===== src/rtl/ittage_update_queue_if.sv =====
// ittage_update_queue_if
// Bundles the commit-side enqueue handshake and the predictor-side update
// port of the ITTAGE update queue.
//   enq_*      : resolved indirect-branch outcome offered by commit
//   enq_ready  : queue can accept this cycle
//   upd_stall  : predictor busy, hold issue
//   upd_*      : single-cycle update pulse towards the predictor
// Modports:
//   slave  : the queue's view (consumes enq_*, produces upd_*)
//   master : the environment's view (commit + predictor)
interface ittage_update_queue_if #(
    parameter int VADDR_W = 39,
    parameter int GHIST_W = 64,
    parameter int META_W  = 48
);
    logic               enq_valid;
    logic               enq_ready;
    logic               enq_tail_taken;
    logic               enq_indirect;
    logic [VADDR_W-1:0] enq_start_addr;
    logic [VADDR_W-1:0] enq_target;
    logic [VADDR_W-1:0] enq_pred_target;
    logic [GHIST_W-1:0] enq_ghist;
    logic [META_W-1:0]  enq_meta;

    logic               upd_stall;
    logic               upd_valid;
    logic [VADDR_W-1:0] upd_start_addr;
    logic [VADDR_W-1:0] upd_target;
    logic [GHIST_W-1:0] upd_ghist;
    logic [META_W-1:0]  upd_meta;

    modport slave (
        input  enq_valid, enq_tail_taken, enq_indirect,
        input  enq_start_addr, enq_target, enq_pred_target, enq_ghist, enq_meta,
        output enq_ready,
        input  upd_stall,
        output upd_valid, upd_start_addr, upd_target, upd_ghist, upd_meta
    );

    modport master (
        output enq_valid, enq_tail_taken, enq_indirect,
        output enq_start_addr, enq_target, enq_pred_target, enq_ghist, enq_meta,
        input  enq_ready,
        output upd_stall,
        input  upd_valid, upd_start_addr, upd_target, upd_ghist, upd_meta
    );
endinterface


===== src/rtl/ittage_update_queue.sv =====
// ittage_update_queue
// Buffers resolved indirect-branch outcomes from commit, drops non-indirect
// or not-taken slots, coalesces a repeat of the newest queued entry, and
// issues entries to the ITTAGE predictor as single-cycle update pulses with
// a minimum idle gap between pulses.
// Ports:
//   clk, rst     : clock, synchronous active-high reset
//   flush        : discard every queued entry (enqueue refused that cycle)
//   bus          : enqueue handshake + update port (slave modport)
//   mispred_cnt  : saturating count of accepted mispredicted targets
//   count        : current occupancy
module ittage_update_queue #(
    parameter int DEPTH   = 8,
    parameter int VADDR_W = 39,
    parameter int GHIST_W = 64,
    parameter int META_W  = 48,
    parameter int GAP     = 1
) (
    input  logic                     clk,
    input  logic                     rst,
    input  logic                     flush,
    ittage_update_queue_if.slave     bus,
    output logic [15:0]              mispred_cnt,
    output logic [$clog2(DEPTH):0]   count
);
    localparam int IDX_W = $clog2(DEPTH);
    localparam int PTR_W = IDX_W + 1;
    localparam int GAP_W = (GAP > 0) ? $clog2(GAP + 1) : 1;

    typedef struct packed {
        logic [VADDR_W-1:0] start_addr;
        logic [VADDR_W-1:0] target;
        logic [GHIST_W-1:0] ghist;
        logic [META_W-1:0]  meta;
    } entry_t;

    entry_t             mem_r [DEPTH];
    logic [PTR_W-1:0]   head_r;
    logic [PTR_W-1:0]   tail_r;
    logic [PTR_W-1:0]   count_r;
    logic [GAP_W-1:0]   gap_r;
    logic               upd_valid_r;
    entry_t             upd_entry_r;
    logic [15:0]        mispred_r;

    logic               empty_s;
    logic               full_s;
    logic               enq_ready_s;
    logic               keep_s;
    logic [IDX_W-1:0]   last_idx_s;
    logic               last_popped_s;
    logic               match_s;
    logic               coalesce_s;
    logic               write_s;
    logic               issue_s;
    logic               mispred_inc_s;
    logic [PTR_W-1:0]   count_nxt_s;
    entry_t             enq_entry_s;

    // Occupancy flags from the wrap-bit pointers and the enqueue ready.
    always_comb begin
        empty_s     = (head_r == tail_r);
        full_s      = (head_r[IDX_W-1:0] == tail_r[IDX_W-1:0]) &&
                      (head_r[IDX_W] != tail_r[IDX_W]);
        enq_ready_s = ~full_s & ~flush;
        issue_s     = ~empty_s & ~bus.upd_stall & (gap_r == {GAP_W{1'b0}}) & ~flush;
    end

    // Filter / coalesce decision for the incoming transfer.
    always_comb begin
        keep_s        = bus.enq_valid & enq_ready_s & bus.enq_tail_taken & bus.enq_indirect;
        last_idx_s    = tail_r[IDX_W-1:0] - IDX_W'(1);
        // The newest entry is the one leaving only when it is the sole entry.
        last_popped_s = issue_s && (head_r[IDX_W-1:0] == last_idx_s);
        match_s       = (mem_r[last_idx_s].start_addr == bus.enq_start_addr) &&
                        (mem_r[last_idx_s].target == bus.enq_target);
        coalesce_s    = keep_s & ~empty_s & ~last_popped_s & match_s;
        write_s       = keep_s & ~coalesce_s;
        mispred_inc_s = keep_s & (bus.enq_pred_target != bus.enq_target);
        enq_entry_s.start_addr = bus.enq_start_addr;
        enq_entry_s.target     = bus.enq_target;
        enq_entry_s.ghist      = bus.enq_ghist;
        enq_entry_s.meta       = bus.enq_meta;
    end

    // Next occupancy: enqueue and pop in the same cycle cancel out.
    always_comb begin
        count_nxt_s = count_r;
        case ({write_s, issue_s})
            2'b10:   count_nxt_s = count_r + PTR_W'(1);
            2'b01:   count_nxt_s = count_r - PTR_W'(1);
            2'b11:   count_nxt_s = count_r;
            default: count_nxt_s = count_r;
        endcase
    end

    // Head/tail pointers and occupancy register.
    always_ff @(posedge clk) begin
        if (rst || flush) begin
            head_r  <= {PTR_W{1'b0}};
            tail_r  <= {PTR_W{1'b0}};
            count_r <= {PTR_W{1'b0}};
        end else begin
            if (write_s) begin
                tail_r <= tail_r + PTR_W'(1);
            end
            if (issue_s) begin
                head_r <= head_r + PTR_W'(1);
            end
            count_r <= count_nxt_s;
        end
    end

    // Entry storage; contents are meaningless outside [head, tail).
    always_ff @(posedge clk) begin
        if (!rst && write_s) begin
            mem_r[tail_r[IDX_W-1:0]] <= enq_entry_s;
        end
    end

    // Update pulse, issued data and rate-limit gap counter.
    always_ff @(posedge clk) begin
        if (rst) begin
            upd_valid_r <= 1'b0;
            upd_entry_r <= '0;
            gap_r       <= {GAP_W{1'b0}};
        end else if (issue_s) begin
            upd_valid_r <= 1'b1;
            upd_entry_r <= mem_r[head_r[IDX_W-1:0]];
            gap_r       <= GAP_W'(GAP);
        end else begin
            upd_valid_r <= 1'b0;
            if (flush) begin
                gap_r <= {GAP_W{1'b0}};
            end else if (gap_r != {GAP_W{1'b0}}) begin
                gap_r <= gap_r - GAP_W'(1);
            end
        end
    end

    // Saturating mispredict counter; flush leaves it alone.
    always_ff @(posedge clk) begin
        if (rst) begin
            mispred_r <= 16'h0000;
        end else if (mispred_inc_s && (mispred_r != 16'hFFFF)) begin
            mispred_r <= mispred_r + 16'h0001;
        end
    end

    assign bus.enq_ready      = enq_ready_s;
    assign bus.upd_valid      = upd_valid_r;
    assign bus.upd_start_addr = upd_entry_r.start_addr;
    assign bus.upd_target     = upd_entry_r.target;
    assign bus.upd_ghist      = upd_entry_r.ghist;
    assign bus.upd_meta       = upd_entry_r.meta;
    assign mispred_cnt        = mispred_r;
    assign count              = count_r;
endmodule


===== src/flat_wrapper.sv =====
// flat-port wrapper written by rule: the top's interface ports become plain ports
module ittage_update_queue_flat 
#(
    parameter int DEPTH   = 8,
    parameter int VADDR_W = 39,
    parameter int GHIST_W = 64,
    parameter int META_W  = 48,
    parameter int GAP     = 1
)
  (clk, rst, flush, mispred_cnt, count, bus_enq_valid, bus_enq_tail_taken, bus_enq_indirect, bus_enq_start_addr, bus_enq_target, bus_enq_pred_target, bus_enq_ghist, bus_enq_meta, bus_enq_ready, bus_upd_stall, bus_upd_valid, bus_upd_start_addr, bus_upd_target, bus_upd_ghist, bus_upd_meta);
  ittage_update_queue_if #(.VADDR_W(VADDR_W), .GHIST_W(GHIST_W), .META_W(META_W)) bus_i ();
  input  logic clk;
  input  logic rst;
  input  logic flush;
  output logic [15:0] mispred_cnt;
  output logic [$clog2(DEPTH):0] count;
  input wire logic [$bits(bus_i.enq_valid)-1:0] bus_enq_valid;
  input wire logic [$bits(bus_i.enq_tail_taken)-1:0] bus_enq_tail_taken;
  input wire logic [$bits(bus_i.enq_indirect)-1:0] bus_enq_indirect;
  input wire logic [$bits(bus_i.enq_start_addr)-1:0] bus_enq_start_addr;
  input wire logic [$bits(bus_i.enq_target)-1:0] bus_enq_target;
  input wire logic [$bits(bus_i.enq_pred_target)-1:0] bus_enq_pred_target;
  input wire logic [$bits(bus_i.enq_ghist)-1:0] bus_enq_ghist;
  input wire logic [$bits(bus_i.enq_meta)-1:0] bus_enq_meta;
  output wire logic [$bits(bus_i.enq_ready)-1:0] bus_enq_ready;
  input wire logic [$bits(bus_i.upd_stall)-1:0] bus_upd_stall;
  output wire logic [$bits(bus_i.upd_valid)-1:0] bus_upd_valid;
  output wire logic [$bits(bus_i.upd_start_addr)-1:0] bus_upd_start_addr;
  output wire logic [$bits(bus_i.upd_target)-1:0] bus_upd_target;
  output wire logic [$bits(bus_i.upd_ghist)-1:0] bus_upd_ghist;
  output wire logic [$bits(bus_i.upd_meta)-1:0] bus_upd_meta;
  assign bus_i.enq_valid = bus_enq_valid;
  assign bus_i.enq_tail_taken = bus_enq_tail_taken;
  assign bus_i.enq_indirect = bus_enq_indirect;
  assign bus_i.enq_start_addr = bus_enq_start_addr;
  assign bus_i.enq_target = bus_enq_target;
  assign bus_i.enq_pred_target = bus_enq_pred_target;
  assign bus_i.enq_ghist = bus_enq_ghist;
  assign bus_i.enq_meta = bus_enq_meta;
  assign bus_enq_ready = bus_i.enq_ready;
  assign bus_i.upd_stall = bus_upd_stall;
  assign bus_upd_valid = bus_i.upd_valid;
  assign bus_upd_start_addr = bus_i.upd_start_addr;
  assign bus_upd_target = bus_i.upd_target;
  assign bus_upd_ghist = bus_i.upd_ghist;
  assign bus_upd_meta = bus_i.upd_meta;
  ittage_update_queue #(.DEPTH(DEPTH), .VADDR_W(VADDR_W), .GHIST_W(GHIST_W), .META_W(META_W), .GAP(GAP)) u_core (.clk(clk), .rst(rst), .flush(flush), .bus(bus_i), .mispred_cnt(mispred_cnt), .count(count));
endmodule

===== config.mk =====
export PLATFORM = sky130hd
export DESIGN_NAME = ittage_update_queue_flat
export DESIGN_NICKNAME = d
export VERILOG_FILES = /design/src/rtl/ittage_update_queue_if.sv /design/src/rtl/ittage_update_queue.sv /design/src/flat_wrapper.sv
export SDC_FILE = /design/constraint.sdc
export NUM_CORES = 2
export LEC_CHECK = 0
export BUFFER_PORTS_ARGS = -buffer_cell sky130_fd_sc_hd__buf_2
export CORE_ASPECT_RATIO = 0.75
export CORE_MARGIN = 5
export CORE_UTILIZATION = 40
export CTS_BUF_LIST = sky130_fd_sc_hd__clkbuf_4 sky130_fd_sc_hd__clkbuf_8
export CTS_CLUSTER_DIAMETER = 150
export DETAILED_ROUTE_END_ITERATION = 8
export PLACE_DENSITY = 0.55
export SLEW_MARGIN = 15
export SYNTH_ARGS = -nofsm -noshare
export SYNTH_HDL_FRONTEND = slang
export SYNTH_SLANG_ARGS = --single-unit
export TNS_END_PERCENT = 1

===== constraint.sdc =====
create_clock -name clk -period 35.1 [get_ports clk]
set_clock_uncertainty 0.15 [all_clocks]
set_input_delay 0 -clock clk [delete_from_list [all_inputs] [get_ports clk]]
set_output_delay 0 -clock clk [all_outputs]
set_load 0.01 [all_outputs]

==> impl_metrics.ini <==
[synthesis]
synth_compound_area_share_pct = 2.94
ys_seq_elements = 1739
yosysTopAreaCell = edfxtp_1
syn_nets = 3889
yosysSeqAreaShare_pct = 70.5
syn_area_sq_um = 71000
synth_cells = 3645
synth-simple-area-share_pct = 2.81
synthArstFlopShare_pct = 0
synth-edff-count = 1520
synth_top_area_share_pct = 64.3
synthAdderAreaFrac_pct = 0.152
synthXorXnorAreaFrac_pct = 1.84
synthMuxAreaShare_pct = 20.2
synth_most_common_cell = edfxtp_1
synthFlopType = edfxtp_1
synth_area_leaders = edfxtp_1, mux4_2, dfxtp_1
avgSynthCellArea_sq_um = 19.5
synth_top_family_by_area = multiplexers
synth_cell_types = 70
yosysWarnings = 0
yosys-top-cells-count = edfxtp_1, mux4_2, mux2i_1, nor2_1, dfxtp_1

[run]
maxCapViolCount = 0

[worst_hold_path]
hp-class = input port to flip-flop
worstHoldStart = flush
whs_path_depth = 5

[route]
first_pass_iters = 5
vias = 39800
via_per_inst = 5.50
routed_wl_mm = 200
post_drt_wl_per_cell_um = 27.6
drtIter0Drc = 3072
drc_errors = 0
detail-route-antenna-nets = 0

[critical_path]
critPathLaunchType = flip-flop
regToRegSetupSlack_ps = 26610
crit_path_start = u_core.tail_r[0]$_SDFFE_PP0P_
critPathKind = flip-flop to flip-flop
endpoint = u_core.mem_r[3][58]$_DFFE_PP_
arrival_ps = 8960
r2r_start = u_core.tail_r[0]$_SDFFE_PP0P_
critPathCaptureType = flip-flop
r2r_cells = 16
crit_fanout = 53
crit_required_ps = 35570
r2r_end = u_core.mem_r[3][58]$_DFFE_PP_

[place]
hpwl_mm = 114
place_ws_ps = 26320
placed_area_sq_um = 75800
place_congestion = 0.810
io_buffer_count = 447

[cells_and_area]
drive_gt1_share_pct = 31.8
syn2layout_area_growth_pct = 20.9
fin_nets = 4869
finalInstanceArea_sq_um = 85800
fin_util_pct = 48.8

[die]
ioPinCount = 448
fp.dieW_um = 497
start_util_pct = 40.4
rows = 133
die_h_um = 375
design.core.area_sq_um = 176000
dieArea_sq_um = 186000

[cts]
post_cts_buffers = 0
insertion_delay_ps = 1020
path_clk_slew_ps = 60
root_buffer = clkbuf_8
cts_resized = 0
clkSinkCount = 1739
tritoncts = built
cts_buffers = 298
clockBufferDepth = 4
cts.htree.levels = 5
cts.hold.buffers_added = 399

[sta]
rsz0062_at_grt = false
max_slew_margin_pct = 29.7
setup_tns_ps = 0
worstMarginPinSlew_ps = 1030
max_freq_mhz = 118
setup_viol = 0
drv_slew = 0
worst_slack_ps = 26610
timing.final.crit_period_ps = 8490
hold_viol = 0
fin_crit_sh_pct = 24.2

[global_routing]
grt_use_met1_pct = 29.0
grt_pass1_wl_mm = 288
grt_util_all_layers_pct = 21.2
antenna_found_initial = 37
grt_pass1_vias = 41100
grt-ovfl-total = 0
grt_busiest_layer = met2
grt_max_degree = 139
met2_usage_pct = 33.1
use_met3_pct = 5.61

[pwr]
power_per_cell_area_nw_per_um2 = 49.2
total_power_mw = 4.23
cellLeakagePower_nw = 27.5
ir_worst_vdd_uv = 28.0

[status]
status = completed
-- placed cells by master, fill, tap and decap left out, types with 6 or more instances in the layout --
| cell | n |
|---|---|
| nor2b_1 | 7 |
| dlygate4sd3_1 | 398 |
| a211oi_1 | 192 |
| inv_1 | 14 |
| clkbuf_4 | 126 |
| buf_12 | 8 |
| a21oi_1 | 19 |
| nand2b_1 | 8 |
| ha_1 | 6 |
| nor4_1 | 13 |
| clkinv_2 | 23 |
| xnor2_1 | 71 |
| edfxtp_1 | 1520 |
| nor3b_1 | 6 |
| o2111ai_1 | 7 |
| mux4_1 | 8 |
| o21ai_0 | 10 |
| and3_1 | 7 |
| nand2_1 | 55 |
| mux4_2 | 506 |
| clkbuf_8 | 328 |
| nand3_1 | 34 |
| nor2_1 | 234 |
| nor4_2 | 6 |
| dfxtp_1 | 215 |
| xor2_1 | 74 |
| nor3_1 | 13 |
| mux2i_1 | 268 |
| buf_2 | 446 |
| a32oi_1 | 8 |
| diode_2 | 27 |
| nand4_1 | 25 |
| clkinv_1 | 33 |
| or4_1 | 8 |
| buf_4 | 59 |
-- power by group --
| group | switching [mW] | total (mW) | internal, mW |
|---|---|---|---|
| combinational | 0.0796 | 0.139 | 0.0590 |
| clock | 0.810 | 1.84 | 1.03 |
| sequential | 0.00203 | 2.25 | 2.25 |
| total | 0.892 | 4.23 | 3.33 |
-- how the worst min path moves through the flow --
stage | to | slack, ps
floorplan | bus_enq_ready | -90
global placement | u_core.mem_r[4][57]$_DFFE_PP_ | 120
detailed placement | u_core.mem_r[0][56]$_DFFE_PP_ | 120
CTS | u_core.tail_r[1]$_SDFFE_PP0P_ | 4
global route | u_core.tail_r[1]$_SDFFE_PP0P_ | 40
finish | u_core.tail_r[3]$_SDFFE_PP0P_ | 100
-- flip-flops by register name, summed over array words and instances (netlist names) --
register and flops:
u_core.mispred_cnt 16, u_core.tail_r 4, u_core.count 4, u_core.bus.upd_start_addr 39, u_core.bus.upd_meta 48, u_core.head_r 4, u_core.bus.upd_ghist 64, u_core.mem_r 1520
u_core.bus.upd_valid 1, u_core.bus.upd_target 39
-- layer usage --
metal  vias to the layer above  wire, um
li1                      17100         -
met1                     20800     84500
met2                      1431     94100
met3                       404     14700
met4                        12      6560
met5                         -        81
-- per-stage QoR --
step	cells	hold slack [ps]
floorplan	3645	-93.8
global placement	6288	121
detailed placement	6288	116
CTS	7208	4.49
global route	7222	41.9
finish	7235	97.0
-- cell type report --
class	instances	area, sq um
multi-input cells	1657	19900
clock inverters	67	440
well taps	2362	2960
clock buffers	454	5460
fillers	14700	90100
inverters	16	67.6
flip-flops and latches	1739	50000
diodes	27	67.6
repair buffers	913	6860
-- kinds of logic (layout without fill, tap and decap cells) --
logic type,Yosys count,in the layout
flops,1739,1739
mux,786,786
simple gates,436,436
compound gates,280,280
buf+inv,249,1450
xor+xnor,147,147
fa+ha+maj,8,8
other cells,0,27
-- critical path, stage by stage, from the launching register on --
cell       delay (ps)
dfxtp_4           480
buf_4             650
buf_4             560
buf_4             740
mux4_2            610
xnor2_1           160
a31oi_1           380
a2111oi_2          60
o2111ai_1         230
nor4_2            140
nand2_1           170
o21ai_4           170
nor4_2            310
buf_4             710
buf_4             860
buf_4             840
buf_4             650
Power figures use the tool's default switching activity.
